$ cat config.mk
export PLATFORM = sky130hd
export DESIGN_NAME = regfile_writeback_buffer
export DESIGN_NICKNAME = d
export VERILOG_FILES = /design/src/rtl/regfile_writeback_buffer.sv
export SDC_FILE = /design/constraint.sdc
export NUM_CORES = 1
export LEC_CHECK = 0
export ABC_AREA = 1
export BUFFER_PORTS_ARGS = -buffer_cell sky130_fd_sc_hd__buf_2
export CAP_MARGIN = 20
export CORE_MARGIN = 1.5
export CORE_UTILIZATION = 45
export DETAILED_ROUTE_END_ITERATION = 6
export GPL_TIMING_DRIVEN = 0
export HOLD_SLACK_MARGIN = 0.02
export PLACE_DENSITY_LB_ADDON = 0.3
export SLEW_MARGIN = 20
export SYNTH_ARGS = -nofsm -noshare
export SYNTH_HDL_FRONTEND = slang
export SYNTH_SLANG_ARGS = --single-unit
$ cat constraint.sdc
create_clock -name clock -period 2.9 [get_ports clock]
set_input_delay 0.435 -clock clock [delete_from_list [all_inputs] [get_ports clock]]
set_output_delay 0.435 -clock clock [all_outputs]
set_load 0.01 [all_outputs]
$ cat src/rtl/regfile_writeback_buffer.sv
// Writeback FIFO in front of the register file write port with read bypass; enqueue-to-write-port is 2 edges.
// Backpressure: in_ready drops only when full; drain_stall holds the head, and bypass always reflects newest pending data.
module regfile_writeback_buffer #(
    parameter int DEPTH      = 4,
    parameter int ADDR_WIDTH = 5,
    parameter int DATA_WIDTH = 32
) (
    input  logic                    clock,
    input  logic                    reset_n,
    input  logic                    in_valid,
    output logic                    in_ready,
    input  logic [ADDR_WIDTH-1:0]   in_reg,
    input  logic [DATA_WIDTH-1:0]   in_data,
    input  logic                    drain_stall,
    output logic                    rf_write_enable,
    output logic [ADDR_WIDTH-1:0]   rf_write_reg,
    output logic [DATA_WIDTH-1:0]   rf_write_data,
    input  logic [ADDR_WIDTH-1:0]   read_reg1,
    input  logic [ADDR_WIDTH-1:0]   read_reg2,
    input  logic [DATA_WIDTH-1:0]   rf_read_data1,
    input  logic [DATA_WIDTH-1:0]   rf_read_data2,
    output logic [DATA_WIDTH-1:0]   read_data1,
    output logic [DATA_WIDTH-1:0]   read_data2,
    output logic [$clog2(DEPTH):0]  count,
    output logic                    empty
);

    localparam int PTR_W = $clog2(DEPTH);
    localparam int CNT_W = PTR_W + 1;

    typedef struct packed {
        logic [ADDR_WIDTH-1:0] reg_idx;
        logic [DATA_WIDTH-1:0] dat;
    } entry_t;

    entry_t           mem [DEPTH];
    logic [PTR_W-1:0] head;
    logic [PTR_W-1:0] tail;
    logic             push;
    logic             pop;

    assign in_ready = count < CNT_W'(DEPTH);
    assign empty    = count == '0;
    // Writes to r0 are accepted but never stored: r0 is hardwired to zero.
    assign push     = in_valid && in_ready && (in_reg != '0);
    assign pop      = (count != '0) && !drain_stall;

    always_ff @(posedge clock or negedge reset_n) begin
        if (!reset_n) begin
            head            <= '0;
            tail            <= '0;
            count           <= '0;
            rf_write_enable <= 1'b0;
            rf_write_reg    <= '0;
            rf_write_data   <= '0;
        end else begin
            if (push) tail <= tail + 1'b1;
            if (pop)  head <= head + 1'b1;
            count           <= count + CNT_W'(push) - CNT_W'(pop);
            rf_write_enable <= pop;
            if (pop) begin
                rf_write_reg  <= mem[head].reg_idx;
                rf_write_data <= mem[head].dat;
            end
        end
    end

    always_ff @(posedge clock) begin
        if (push) mem[tail] <= '{reg_idx: in_reg, dat: in_data};
    end

    // Walk oldest to newest so the newest matching entry wins; output stage sits below all queued entries.
    function automatic logic [DATA_WIDTH-1:0] bypass(input logic [ADDR_WIDTH-1:0] rr,
                                                     input logic [DATA_WIDTH-1:0] raw);
        logic [DATA_WIDTH-1:0] val;
        logic [PTR_W-1:0]      idx;
        val = raw;
        if (rf_write_enable && rf_write_reg == rr) val = rf_write_data;
        for (int i = 0; i < DEPTH; i++) begin
            idx = head + PTR_W'(i);
            if (CNT_W'(i) < count && mem[idx].reg_idx == rr) val = mem[idx].dat;
        end
        if (rr == '0) val = '0;
        return val;
    endfunction

    always_comb read_data1 = bypass(read_reg1, rf_read_data1);
    always_comb read_data2 = bypass(read_reg2, rf_read_data2);

endmodule

== Yosys cells after proc, flatten, opt, wreduce, memory -nomap -nowiden ==
Memories as Yosys holds them, arrays and structs flattened.
Index checks and enable logic that the tools add are counted.
Cells by class
  $add $sub $neg: 6
  magnitude comparators: 5
  eq/ne operators: 10
  multiplexer cells: 14
  reduce and logical (&&, ||, !) cells: 19
Operators with widths (number)
  2-to-1 mux 32 bit: 12
  == test 5 bit: 10
  logical AND 1 bit: 13
  logical NOT 5 bit: 2
  < comparator 1 x 3 -> 1 bit, first input constant: 2
  < comparator 2 x 3 -> 1 bit, first input constant: 2
  nonzero test 5 bit: 1
  adder 2 x 1 -> 2 bit, second input constant: 2
  adder 2 bit, second input constant: 2
  adder 3 x 1 -> 3 bit: 1
  logical NOT 3 bit: 1
  < comparator 3 bit, second input constant: 1
  nonzero test 3 bit: 1
  subtractor 3 x 1 -> 3 bit: 1
  2-to-1 mux 1 bit: 2
  logical NOT 1 bit: 1
Storage, ports and cells
  bits in registers: 45
  bits in writable memories: 148
  input port bits: 115
  output and inout port bits: 107
  word-level logic and storage cells: 61
  memories: 1
Memory list
  mem: depth 4, bits a word 37, rd ports 4, clocked after Yosys merged registers in 0, write ports 1, RTL line 36  | entry_t mem [DEPTH];

== Logic depth before layout (Yosys ltp) ==
  word-level depth: 8
  depth in mapped cells: 16
  mapped depth without buffers: 14

== Worst setup path before layout ==
Ideal clock, no wire load.
  path type: register -> register
  start point: reg count[2]
  end point: mem mem[0][0] (netlist bit), enable pin
  library setup time: 0.431 ns
  arrival time: 2.431 ns
  data required time: 2.469 ns
  path slack: 0.037 ns
  stages on the path, launching flop included: 4
  buffers on the path: 0
  clock period less this slack: 2.863 ns
  path through: dfrtp_1 > inv_1 > o311ai_2 > nor2_1
Between the ends
  longest elaborated chain between the ends: 5
RTL lines
  from (decl): RTL line 24  | output logic [$clog2(DEPTH):0] count,
  from (signal assigned): RTL line 59  | count <= count + CNT_W'(push) - CNT_W'(pop);
  < comparator 3 bit: RTL line 42  | assign in_ready = count < CNT_W'(DEPTH);
  net in_ready: RTL line 11  | output logic in_ready,
  logical AND 1 bit (2 in series): RTL line 45  | assign push = in_valid && in_ready && (in_reg != '0);
  2-to-1 mux 1 bit: RTL line 69  | if (push) mem[tail] <= '{reg_idx: in_reg, dat: in_data};
  2-to-1 mux 1 bit (not written as such): RTL line 69
  to (decl): RTL line 36
The timed path passes the listed nets, and every way through them passes these cells.

== Worst setup path in the final report ==
  start point: reg head[0]
  end point: out read_data1[20]
Between the ends
  longest elaborated chain between the ends: 8
  elaborated cells on any way between the ends: 17
  classes of those cells: add/sub (3); eq/ne (4); mux (5); reduce/logical (4); memory (1)
RTL lines
  from (decl): RTL line 37  | logic [PTR_W-1:0] head;
  from (signal assigned): RTL line 58  | if (pop) head <= head + 1'b1;
  adder 2 x 1 -> 2 bit / memory read (4 x 37 bit) (equally long branches)
  memory read (4 x 37 bit) *
  == test 5 bit / logical AND 1 bit (equally long branches): RTL line 81  | if (CNT_W'(i) < count && mem[idx].reg_idx == rr) val = mem[idx].dat;
  logical AND 1 bit / 2-to-1 mux 32 bit (equally long branches): RTL line 81
  2-to-1 mux 32 bit (2 in series): RTL line 81
  2-to-1 mux 32 bit *: RTL line 81
  2-to-1 mux 32 bit *: RTL line 83  | if (rr == '0) val = '0;
  to (decl): RTL line 22  | output logic [DATA_WIDTH-1:0] read_data1,
Mark *: on every way between the ends. The rest lies on a longest branch, timed or not.

==> metrics.yaml <==
ys_ff_latch: 193
fin_area_um2: 20720
avgSynthCellArea_um2: 6.671
final_common_cell: "nand2_1"
ys_seq_area_frac: 0.3736
post_dp_cell_area_um2: 16730
gp_congestion: 0.9995
finalWirelength_mm: 62.74
fin_crit_ps: 3363
slew_headroom: 0.3595
setup_viol: 64
rows: 66
setup_ws_ps: -463.2
grt_pass1_vias: 14606
die_h_um: 185.0
cts_max_level: 4
ys_warn_count: 0
cap_violations: 0
path_max_fanout: 10
timing.fmax_mhz: 297.3
vias: 17137
finalNonFillerCells: 3008
nNetsFinal: 2677
hold_path_depth: 1
cts_buffers: 17
placedCellCount: 2900
syn_inst: 2235
dr.first_iter.drc_count: 2364
cts_tree: "built"
crit_arrival_ps: 2930
final_util: 0.6369
drive_above_1_share: 0.3683
period_share: 1.160
layout_common_cells: "587 x nand2_1, 252 x o21ai_0, 209 x buf_2"
dp_hpwl_mm: 47.18
synth_cell_type_count: 38
crit_required_ps: 2470
area_growth_pct: 38.98
status: "complete, but fails checks"
clock-sinks: 193
clock_latency_ps: 460
num_antenna_cells: 0
grt_start_max_net_pins: 46
clk_transition_reported_paths_ps: 90
port_buffers: 218
max-vdd-ir-drop_uv: 672.3
firstDrtPassIters: 6
wl_per_cell_um: 20.86
critPathLaunchType: "flip-flop"
critPathKind: "reg -> out"
critPathCaptureType: "primary output"
grt_setup_unrepaired: "yes"
synth_top_area_share: 0.2981
grt_first_pass_wirelength_mm: 87.24
filler_cell_count: 2906
finClkSkew_ps: 11.00
worst_pin_slew_ps: 958.5
drc: 0
synth_fp_nets: 2359
dieArea_um2: 34240
p_leak_nw: 9.568
cts_root_buffer: "clkbuf_16"
core-area_um2: 32540
vias_per_cell: 5.697
largest_reg_flops: 148
ant_nets: 0
p_per_area_nw_per_um2: 1235
hold_slack_ps: 182.9
initial_core_util: 0.4583
die_x_um: 185.0
reg2reg_depth: 8
grt_use_total: 0.3478
yosys-top-cells-area: "edfxtp_1 30%, nand2_1 19%, o21ai_0 11%"
antenna_found_initial: 0
violations: "negative setup slack"
grt_overflow_total: 0
yosysTopAreaCell: "edfxtp_1"
io_pins: 222
clockBufferDepth: 2
finalHoldViolations: 0
synth_area_um2: 14910
holdCritPathClass: "in -> reg"
drv_slew: 0
[power by group]
group          internal (mW)  leakage [nW]  switching (mW)
logic                   6.63          7.39            12.6
registers               3.59          1.90           0.342
clock network           1.16         0.282            1.22
total                   11.4          9.57            14.2
[kinds of logic (layout without fill, tap and decap cells)]
group | Yosys count | count (layout) | share of synthesized area
AO/OA/AOI/OAI | 449 | 449 | 0.1557
multiplexers | 2 | 2 | 0.001343
adder cells (fa/ha/maj) | 9 | 9 | 0.008056
buffers and inverters | 326 | 653 | 0.09801
flip-flops | 193 | 193 | 0.3736
AND/OR/NAND/NOR | 1242 | 1246 | 0.3545
XOR/XNOR | 14 | 14 | 0.008727
[routing by layer]
metal  track usage  part of all wire  wire, um
met5             0                 0         0
met2        0.4989              0.42     26160
met4        0.1171             0.036      2252
met3       0.05289              0.10      6318
met1        0.5283              0.45     28010
[metrics by stage]
step                TNS [ps]  power [mW]  setup slack (ps)
floorplan                  0       12.41             37.38
global placement     -219110       17.31             -1392
detailed placement    -16120       17.59            -371.2
CTS                   -21940       22.90            -368.4
global route          -30340       26.69            -526.5
finish                -25930       25.59            -463.2
[critical path, stage by stage, from the launching register on]
cell and delay, ps:
dfrtp_2 430, buf_6 150, buf_8 130, buf_12 150
nand2_8 70, nand3_4 90, nand2_4 130, xor2_1 90
nor2_1 140, nand2_2 90, nor2_4 200, inv_4 100
buf_8 160, nor2_2 80, nor2_1 70, a21oi_2 210
buf_2 170
[Yosys cell counts, drive strengths merged]
master	instances
nand2	750
o21ai	375
nor2	289
inv	170
edfxtp	148
nand3	125
buf	94
a21oi	71
nand4	69
clkbuf	62
dfrtp	45
xor2	12
ha	8
nor3	6
mux2i	2
or2	2
xnor2	2
a22oi	1
fa	1
o22ai	1
o311ai	1
or3	1
[area by class of cell]
cell class / instances / area [um2] / share of cell area
Buffer: 154 / 1187 / 0.05730
Clock buffer: 17 / 425.4 / 0.02053
Clock inverter: 15 / 153.9 / 0.007427
Inverter: 170 / 678.2 / 0.03273
Multi-Input combinational cell: 1720 / 9911 / 0.4783
Sequential cell: 193 / 5573 / 0.2689
Tap cell: 442 / 553.0 / 0.02669
Timing Repair Buffer: 295 / 2225 / 0.1074
Timing Repair inverter: 2 / 16.27 / 0.0007849
[worst paths after layout]
check / to / start / slack (ps)
max: read_data1[20] / head[0] / -460
min: mem[1][31] / in_data[31] / 180
max reg2reg: count[2] / count[2] / 240
min reg2reg: rf_write_reg[0] / rf_write_reg[0] / 560
max in group asynchronous: count[2] / reset_n / 1880
min in group asynchronous: tail[0] / reset_n / 520
[repair_timing]
item | 4_1_cts | 5_1_grt
pin swaps | 83 | 150
buffers inserted | 40 | 4
gates cloned | 18 | 16
endpoints found under the setup margin | 66 | 64
gates resized for setup | 404 | 398
endpoints found under the hold margin | 33 | 0
hold buffers | 1 | 0
Note: power is estimated with default switching activity, not from simulation.
